**src/rtl/ps2_host_tx_pkg.sv**
```systemverilog
// Shared PS/2 definitions: transmitter state encoding, common command bytes
// and the 9-bit {parity, data} payload builder.
package ps2_host_tx_pkg;

    typedef enum logic [2:0] {
        ST_IDLE,
        ST_INHIBIT,
        ST_RTS,
        ST_XFER,
        ST_WAIT_IDLE,
        ST_ERROR
    } tx_state_e;

    localparam logic [7:0] PS2_CMD_LEDS   = 8'hED;
    localparam logic [7:0] PS2_CMD_ENABLE = 8'hF4;
    localparam logic [7:0] PS2_CMD_RESET  = 8'hFF;
    localparam logic [7:0] PS2_ACK        = 8'hFA;

    // Falling edge on which the device presents its ACK.
    localparam logic [3:0] PS2_ACK_EDGE   = 4'd11;

    // Data bits go out LSB first, followed by odd parity.
    function automatic logic [8:0] ps2_payload(input logic [7:0] data);
        return {~^data, data};
    endfunction

endpackage

```
**src/rtl/ps2_host_tx_line_filter.sv**
```systemverilog
// PS/2 line conditioner: 2-FF synchronisers on clk/data, a consecutive-sample
// glitch filter on clk, and a one-cycle strobe on each filtered falling edge.
module ps2_host_tx_line_filter #(
    parameter int FILTER_LEN = 8
) (
    input  logic clk,
    input  logic reset_n,
    input  logic clk_raw,
    input  logic data_raw,
    output logic clk_filt,
    output logic data_sync,
    output logic clk_fall
);

    localparam int CW = (FILTER_LEN > 1) ? $clog2(FILTER_LEN) : 1;

    logic          clk_meta_q, clk_meta_d, clk_sync_q, clk_sync_d;
    logic          data_meta_q, data_meta_d, data_sync_q, data_sync_d;
    logic          filt_q, filt_d, fall_q, fall_d;
    logic [CW-1:0] cnt_q, cnt_d;

    always_comb begin
        clk_meta_d  = clk_raw;
        clk_sync_d  = clk_meta_q;
        data_meta_d = data_raw;
        data_sync_d = data_meta_q;
        filt_d      = filt_q;
        cnt_d       = '0;
        // Count consecutive samples disagreeing with the accepted level;
        // any agreeing sample restarts the count, so short glitches vanish.
        if (clk_sync_q != filt_q) begin
            if (cnt_q == CW'(FILTER_LEN - 1)) begin
                filt_d = clk_sync_q;
            end else begin
                cnt_d = cnt_q + 1'b1;
            end
        end
        fall_d = filt_q & ~filt_d;
    end

    always_ff @(posedge clk) begin
        if (!reset_n) begin
            clk_meta_q  <= 1'b1;
            clk_sync_q  <= 1'b1;
            data_meta_q <= 1'b1;
            data_sync_q <= 1'b1;
            filt_q      <= 1'b1;
            cnt_q       <= '0;
            fall_q      <= 1'b0;
        end else begin
            clk_meta_q  <= clk_meta_d;
            clk_sync_q  <= clk_sync_d;
            data_meta_q <= data_meta_d;
            data_sync_q <= data_sync_d;
            filt_q      <= filt_d;
            cnt_q       <= cnt_d;
            fall_q      <= fall_d;
        end
    end

    assign clk_filt  = filt_q;
    assign data_sync = data_sync_q;
    assign clk_fall  = fall_q;

endmodule

```
**src/rtl/ps2_host_tx.sv**
```systemverilog
// Host-to-device PS/2 byte transmitter: inhibit, request-to-send, then shift
// the frame out on device-generated clock falls and check the device ACK.
module ps2_host_tx
    import ps2_host_tx_pkg::*;
#(
    parameter int INHIBIT_CYCLES = 2400,
    parameter int TIMEOUT_CYCLES = 331000,
    parameter int FILTER_LEN     = 8
) (
    input  logic       clk,
    input  logic       reset_n,
    input  logic [7:0] tx_data,
    input  logic       tx_valid,
    output logic       tx_ready,
    output logic       tx_done,
    output logic       tx_error,
    output logic       rx_inhibit,
    input  logic       ps2_clk_in,
    input  logic       ps2_data_in,
    output logic       ps2_clk_drive_low,
    output logic       ps2_data_drive_low
);

    localparam int CNT_MAX = (TIMEOUT_CYCLES > INHIBIT_CYCLES) ? TIMEOUT_CYCLES : INHIBIT_CYCLES;
    localparam int CW      = $clog2(CNT_MAX + 1);

    tx_state_e     state_q, state_d;
    logic [CW-1:0] cnt_q, cnt_d;
    logic [3:0]    edge_q, edge_d;
    logic [8:0]    shift_q, shift_d;
    logic          data_low_q, data_low_d;
    logic          clk_filt, data_sync, clk_fall;
    logic          timed_out;

    ps2_host_tx_line_filter #(
        .FILTER_LEN (FILTER_LEN)
    ) u_filter (
        .clk       (clk),
        .reset_n   (reset_n),
        .clk_raw   (ps2_clk_in),
        .data_raw  (ps2_data_in),
        .clk_filt  (clk_filt),
        .data_sync (data_sync),
        .clk_fall  (clk_fall)
    );

    assign timed_out = (cnt_q >= CW'(TIMEOUT_CYCLES - 1));

    always_comb begin
        state_d    = state_q;
        cnt_d      = (cnt_q == CW'(CNT_MAX)) ? cnt_q : cnt_q + 1'b1;
        edge_d     = edge_q;
        shift_d    = shift_q;
        data_low_d = data_low_q;
        tx_done    = 1'b0;
        tx_error   = 1'b0;
        unique case (state_q)
            ST_IDLE: begin
                cnt_d      = '0;
                edge_d     = '0;
                data_low_d = 1'b0;
                if (tx_valid) begin
                    shift_d = ps2_payload(tx_data);
                    state_d = ST_INHIBIT;
                end
            end
            ST_INHIBIT: begin
                if (cnt_q >= CW'(INHIBIT_CYCLES - 1)) begin
                    cnt_d   = '0;
                    state_d = ST_RTS;
                end
            end
            ST_RTS: begin
                // Start bit stays driven low through XFER until the first fall.
                data_low_d = 1'b1;
                cnt_d      = '0;
                edge_d     = '0;
                state_d    = ST_XFER;
            end
            ST_XFER: begin
                if (clk_fall) begin
                    cnt_d  = '0;
                    edge_d = (edge_q == PS2_ACK_EDGE) ? edge_q : edge_q + 1'b1;
                    if (edge_q < 4'd9) begin
                        data_low_d = ~shift_q[0];
                        shift_d    = {1'b0, shift_q[8:1]};
                    end else if (edge_q == 4'd9) begin
                        data_low_d = 1'b0;
                    end else begin
                        data_low_d = 1'b0;
                        state_d    = data_sync ? ST_ERROR : ST_WAIT_IDLE;
                    end
                end else if (timed_out) begin
                    state_d = ST_ERROR;
                end
            end
            ST_WAIT_IDLE: begin
                if (clk_filt && data_sync) begin
                    tx_done = 1'b1;
                    state_d = ST_IDLE;
                end else if (timed_out) begin
                    state_d = ST_ERROR;
                end
            end
            ST_ERROR: begin
                tx_error   = 1'b1;
                data_low_d = 1'b0;
                state_d    = ST_IDLE;
            end
            default: state_d = ST_IDLE;
        endcase
    end

    always_ff @(posedge clk) begin
        if (!reset_n) begin
            state_q    <= ST_IDLE;
            cnt_q      <= '0;
            edge_q     <= '0;
            shift_q    <= '0;
            data_low_q <= 1'b0;
        end else begin
            state_q    <= state_d;
            cnt_q      <= cnt_d;
            edge_q     <= edge_d;
            shift_q    <= shift_d;
            data_low_q <= data_low_d;
        end
    end

    assign tx_ready           = (state_q == ST_IDLE);
    assign rx_inhibit         = (state_q != ST_IDLE);
    assign ps2_clk_drive_low  = (state_q == ST_INHIBIT) || (state_q == ST_RTS);
    assign ps2_data_drive_low = (state_q == ST_RTS) || ((state_q == ST_XFER) && data_low_q);

endmodule

```
**config.mk**
```make
export PLATFORM = sky130hd
export DESIGN_NAME = ps2_host_tx
export DESIGN_NICKNAME = d
export VERILOG_FILES = /design/src/rtl/ps2_host_tx_pkg.sv /design/src/rtl/ps2_host_tx_line_filter.sv /design/src/rtl/ps2_host_tx.sv
export SDC_FILE = /design/constraint.sdc
export NUM_CORES = 1
export LEC_CHECK = 0
export ABC_AREA = 0
export CORE_ASPECT_RATIO = 0.6
export CORE_MARGIN = 2
export CORE_UTILIZATION = 40
export CTS_CLUSTER_SIZE = 30
export DETAILED_ROUTE_END_ITERATION = 16
export PLACE_DENSITY = 0.61
export SLEW_MARGIN = 20
export SYNTH_ARGS = -nofsm -noshare
export SYNTH_HDL_FRONTEND = slang
export SYNTH_SLANG_ARGS = --single-unit
```
**constraint.sdc**
```tcl
create_clock -name clk -period 2.5 [get_ports clk]
set_input_delay 0.5 -clock clk [delete_from_list [all_inputs] [get_ports clk]]
set_output_delay 0.5 -clock clk [all_outputs]
set_load 0.005 [all_outputs]
```
Yosys cells after proc, flatten, opt, wreduce, memory -nomap -nowiden

Cells that the tools add are included.

Output and inout port bits: 6
Word-level logic and storage cells: 85
Bits in read-only memories: 0
Memory bits (writable): 0
Memories: 0
Latch bits: 0
Register bits: 45
Input bits: 13

Div/mod/pow operators: 0
Bitwise logic cells: 5
Eq/ne operators: 17
Muxes and demuxes: 28
$mul: 0
$add $sub $neg: 3
Reductions and logical operators: 17
Shift operators: 0
Order comparisons: 3

Operators by type and width:

| operator                | count |
|---|---|
| $mux W19                | 3 |
| $pmux W19 S3            | 1 |
| $mux W9                 | 3 |
| $mux W3                 | 7 |
| $add A19 B1 Y19 const B | 1 |
| $eq A19 B19 Y1 const B  | 1 |
| $ge A19 B12 Y1 const B  | 1 |
| $ge A19 B19 Y1 const B  | 1 |
| $pmux W9 S2             | 1 |
| $pmux W3 S5             | 1 |
| $eq A3 B3 Y1 const B    | 3 |
| $eq A4 B4 Y1 const B    | 2 |
| $mux W1                 | 8 |
| $mux W4                 | 2 |
| $ne A2 B2 Y1 const B    | 4 |
| $pmux W4 S2             | 1 |
| $reduce_and A4 Y1       | 2 |
| $reduce_xnor A8 Y1      | 1 |
| $eq A3 B2 Y1 const B    | 2 |
| $ne A3 B3 Y1 const B    | 2 |
| $reduce_bool A3 Y1      | 2 |
| $add A4 B1 Y4 const B   | 1 |
| $lt A4 B4 Y1 const B    | 1 |
| $not A1 Y1              | 4 |
| other kinds (14)        | 18 |

Longest topological paths before layout

Depth after elaboration: 5
Mapped depth: 9
Mapped depth without buffers: 7

Hierarchy

From an unflattened synthesis, not the netlist that was laid out.

Cell total of the unflattened synthesis: 277
Area total of the unflattened synthesis: 2387.3 um^2

Modules (own cells, without submodules):

| module                  | cells each | area an instance (um^2) | times used |
|---|---|---|---|
| ps2_host_tx             | 254        | 2088.3                  | 1 |
| ps2_host_tx_line_filter | 23         | 299.0                   | 1 |

Worst setup path before layout

No wires, ideal clock.

Path kind: register to register
Start: register cnt_q[9]
End: register cnt_q[4]
Slack: 0.564 ns
Data required time: 2.436 ns
Clock period less this slack: 1.936 ns
Data arrival time: 1.872 ns
Stages on the path, launching flop included: 8
Setup time: 0.064 ns
Cell sequence: dfxtp_1 -> buf_6 -> or4_4 -> a31o_1 -> a311oi_2 -> o31ai_4 -> buf_6 -> nor2_1

Longest elaborated chain between the ends: 4

RTL lines:

| element                                                | RTL line           | source |
|---|---|---|
| start, declared                                        | ps2_host_tx.sv:28  | `logic [CW-1:0] cnt_q, cnt_d;` |
| start signal, assigned                                 | ps2_host_tx.sv:123 | `cnt_q <= cnt_d;` |
| branches (longest 3 deep; another with $ge A19 B12 Y1) | -                  |  |
| $pmux W19 S3 *                                         | ps2_host_tx.sv:57  | `unique case (state_q)` |

Mark *: on every way between the ends.
A chain may end at the register's enable or synchronous reset.

Worst setup path in the final report

Start: register state_q[2]
End: output tx_done

Longest elaborated chain between the ends: 2

RTL lines:

| element                | RTL line           | source |
|---|---|---|
| start, declared        | ps2_host_tx.sv:27  | `tx_state_e state_q, state_d;` |
| start signal, assigned | ps2_host_tx.sv:122 | `state_q <= state_d;` |
| $eq A3 B3 Y1           | ps2_host_tx.sv:57  |  |
| $mux W1                | ps2_host_tx.sv:57  |  |
| end, declared          | ps2_host_tx.sv:15  | `output logic tx_done,` |

No other way between the ends.

==> implementation parameters <==
Parameter                              Value

Setup path
  Cell-by-cell trace of the critical path    nand2b_1 -> nor3_1 -> clkdlybuf4s50_1
  Class of the most critical setup path    reg -> out
  Endpoint of the worst register-to-register path    cnt_q[0]
  CP Data Arrival Time    about 1.9 ns
  Worst-case reg-to-reg path depth    5
  Required time at the worst-slack endpoint    about 2.0 ns
  Crit path largest cell delay    0.66 ns
  Crit path launch type    register
  Largest fanout of any net on the critical path    15
  Crit. End Element    output port
  Cell type of the slowest stage on the worst timing path    sky130_fd_sc_hd__dfxtp_1
  Reg2reg start    cnt_q[9]
  FF-to-FF setup slack    a little under 0.3 ns

Detailed routing
  Metal2 WL    ~1.8 mm
  Number of iterations in the first detailed-routing pass    4
  Violation count after the first detailed-routing iteration    ~110
  DRC violations left    0
  Wl on met1    2.86 mm
  Wirelength, routed    just under 5 mm
  Metal3 WL    about 230 um
  Routed wire length per instance    roughly 13 um
  Post-route ant nets    0
  Vias per std cell    5.07
  Count of vias placed by the detailed router    just under 2000
  Highest Signal Layer    met4

Timing
  Unrepaired setup endpoints after global routing    no
  Final critical path time including I/O delays and setup    approximately 2.4 ns
  Worst relative slew slack    approximately 48%
  Sum of negative setup slack    0 ns
  Max-slew violation total from the final report    0
  Number of hold-slack violations in the final timing report    0
  Worst setup skew after layout    0.00710 ns
  Slew at the pin with the worst max-slew slack    about 0.79 ns
  Fmax achieved    around 420 MHz
  Count of final setup violators    0
  Final period util    roughly 95%

Floorplan
  Die area    6510 um^2
  IO Count    19
  CORE AREA    around 5600 um^2
  Die Wd    103 um
  Starting Density    between 40% and 50%
  Vertical die dimension    roughly 63 um
  Placement Rows    21

Placement
  Estimated wirelength of the detail-placed design    3.65 mm
  Count of port buffers added during placement    18
  Placed Area    approximately 2600 um^2
  Cell total after placement    roughly 370
  Last weighted congestion value of the routability-driven placer    0.827

CTS
  Clock transition at the registers of the reported paths    around 0.09 ns
  CTS tree    done
  Post-CTS Resized    0
  Number of sinks handled by clock tree synthesis    45
  TritonCTS Buffers    5
  Clock insertion delay at the later pin of the skew report    about 0.3 ns
  Setup bufs post-CTS    0
  Maximum root-to-sink buffer count    2
  Total of hold buffers inserted after clock tree synthesis    0
  Root buffer cell    sky130_fd_sc_hd__clkbuf_8
  Max H-tree Level    2

Status
  Result of the run    finished clean

Global routing
  GRT Overall Usage    16.6%
  Remaining global-route overflow    0
  Global-route wire length before repair    8.52 mm
  Number of antenna violations at the first check in global routing    0
  Maximum number of pins on one net before global-route repair    20
  Via count of the first global-routing pass    approximately 1800

Finish
  Number of antenna diodes    0
  Net total in the final layout    320
  Final design utilization    around half
  Signed area change from the synthesized netlist to the final layout    16.3%
  Fraction of layout cells with a size suffix above 1    6.31%
  Final Instance Count excl. Fillers    ~380
  Post-route cell area    ~2700 um^2

Hold path
  Worst min path class    reg -> reg
  Endpoint with the worst hold slack    u_filter.cnt_q[0]
  Hold path start    u_filter.cnt_q[0]
  WHS Path Cells    1

Logic synthesis
  Post-synthesis instance total    approximately 280
  Warnings, synthesis    0
  Post-synthesis average cell area    8.29 um^2
  Post-synth ARST share    0%
  Top-count cell post-synth    sky130_fd_sc_hd__dfxtp_1
  Most instantiated flip-flop cell in the synthesis netlist    sky130_fd_sc_hd__dfxtp_1
  Portion of the post-synthesis area used by sequential elements    38.4%
  Commonest cells post-synth    sky130_fd_sc_hd__dfxtp_1 (45), sky130_fd_sc_hd__nor2_1 (43), sky130_fd_sc_hd__nand2_1 (29)
  Synth Register Bits    45
  Post-synthesis net count    between 300 and 400
  Combined area of all synthesized cells    approximately 2300 um^2
  Cell taking the most area after synthesis    sky130_fd_sc_hd__dfxtp_1
  Synth cell types    50
  Count of flip-flops with a built-in enable after synthesis    0
  Cells taking the most area after synthesis    sky130_fd_sc_hd__dfxtp_1 (38%), sky130_fd_sc_hd__xnor2_1 (7.5%), sky130_fd_sc_hd__nor2_1 (6.9%)
  Top cell type's share of synthesized area    about two fifths

Power and ir drop
  Highest ir drop seen on vdd    ~0.00032 V
  Overall power consumption    between 1.5 and 2 mW
  Leakage    roughly 0.96 nW
  Power density over cell area    roughly 720 nW/um^2

Job
  Number of max-cap violations    0
==> layout make-up <==
cell class / instances / area, um^2
clock buffers: 6 / 82.6
clock inverters: 2 / 37.5
fillers: 556 / 2900
inverters: 12 / 45.0
multi-input cells: 211 / 1330
flip-flops and latches: 45 / 901
well taps: 80 / 100
repair buffers: 25 / 233
==> worst max-delay path, delay by kind of cell, from the launching register on <==
| kind | cells | cell delay [ns] |
|---|---|---|
| DFF | 1 | 0.66 |
| and+or+nand+nor | 2 | 0.36 |
| buffers and inverters | 1 | 0.55 |
==> cell usage in the layout, fill, tap and decap left out, drive strengths merged, types with 2 or more instances in the layout <==
cell            n
o22ai           3
and3b           2
xor2            8
a311oi          9
nand4           5
buf             7
and2            4
clkdlybuf4s50  18
nand2b          8
dfxtp          45
xnor2          20
nor3           10
o21ai           6
o31ai           2
inv            11
mux2i           2
clkbuf          6
nor3b           2
ha              7
nor2b           4
a21oi           5
nor2           43
a22oi           2
nand4b          3
nand2          29
and3            7
or4             2
nand3          10
==> worst max-delay path by stage <==
| stage | start | end | slack (ns) | cells past startpoint |
|---|---|---|---|---|
| 6_report | state_q[2] | tx_done | 0.13 | 3 |
| 5_1_grt | state_q[2] | tx_done | 0.0006 | 3 |
| 4_1_cts | state_q[2] | tx_done | 0.13 | 3 |
| 3_5_place_dp | cnt_q[9] | cnt_q[0] | 0.26 | 5 |
| 3_3_place_gp | cnt_q[9] | cnt_q[14] | 0.30 | 5 |
| 2_1_floorplan | cnt_q[9] | cnt_q[4] | 0.56 | 7 |
==> stage by stage <==
stage | worst slack (ns) | hold slack (ns)
final | 0.131 | 0.422
after global routing | 0.000590 | 0.444
after CTS | 0.130 | 0.427
after detailed placement | 0.264 | 0.404
after floorplan | 0.564 | 0.386
after global placement | 0.304 | 0.395
==> routing by layer <==
metal | vias to the layer above | track usage [%]
met5 | - | 0
met1 | 879 | 27.0
met4 | 0 | 4.44
met2 | 36 | 20.8
met3 | 2 | 4.44
li1 | 1015 | -
==> cells by family (layout without fill, tap and decap cells) <==
| group | after synthesis | after routing | synth area share, % |
|---|---|---|---|
| AO/OA/AOI/OAI | 38 | 38 | 12.6 |
| adder cells (fa/ha/maj) | 7 | 7 | 3.73 |
| buffers and inverters | 27 | 45 | 4.96 |
| multiplexers | 2 | 2 | 0.853 |
| flip-flops | 45 | 45 | 38.4 |
| XOR/XNOR | 28 | 28 | 10.5 |
| AND/OR/NAND/NOR | 136 | 136 | 29.0 |
==> report_power, final <==
| group | total [mW] | internal (mW) | switching, mW |
|---|---|---|---|
| registers | 0.864 | 0.784 | 0.0792 |
| logic | 0.523 | 0.259 | 0.264 |
| clock network | 0.584 | 0.325 | 0.259 |
| total | 1.97 | 1.37 | 0.602 |
==> flip-flops by register name, summed over array words and instances (netlist names), 3 cells and up <==
name and flops:
u_filter.cnt_q 3, shift_q 9, edge_q 4, cnt_q 19, state_q 3
(Power assumes the default switching activity.)
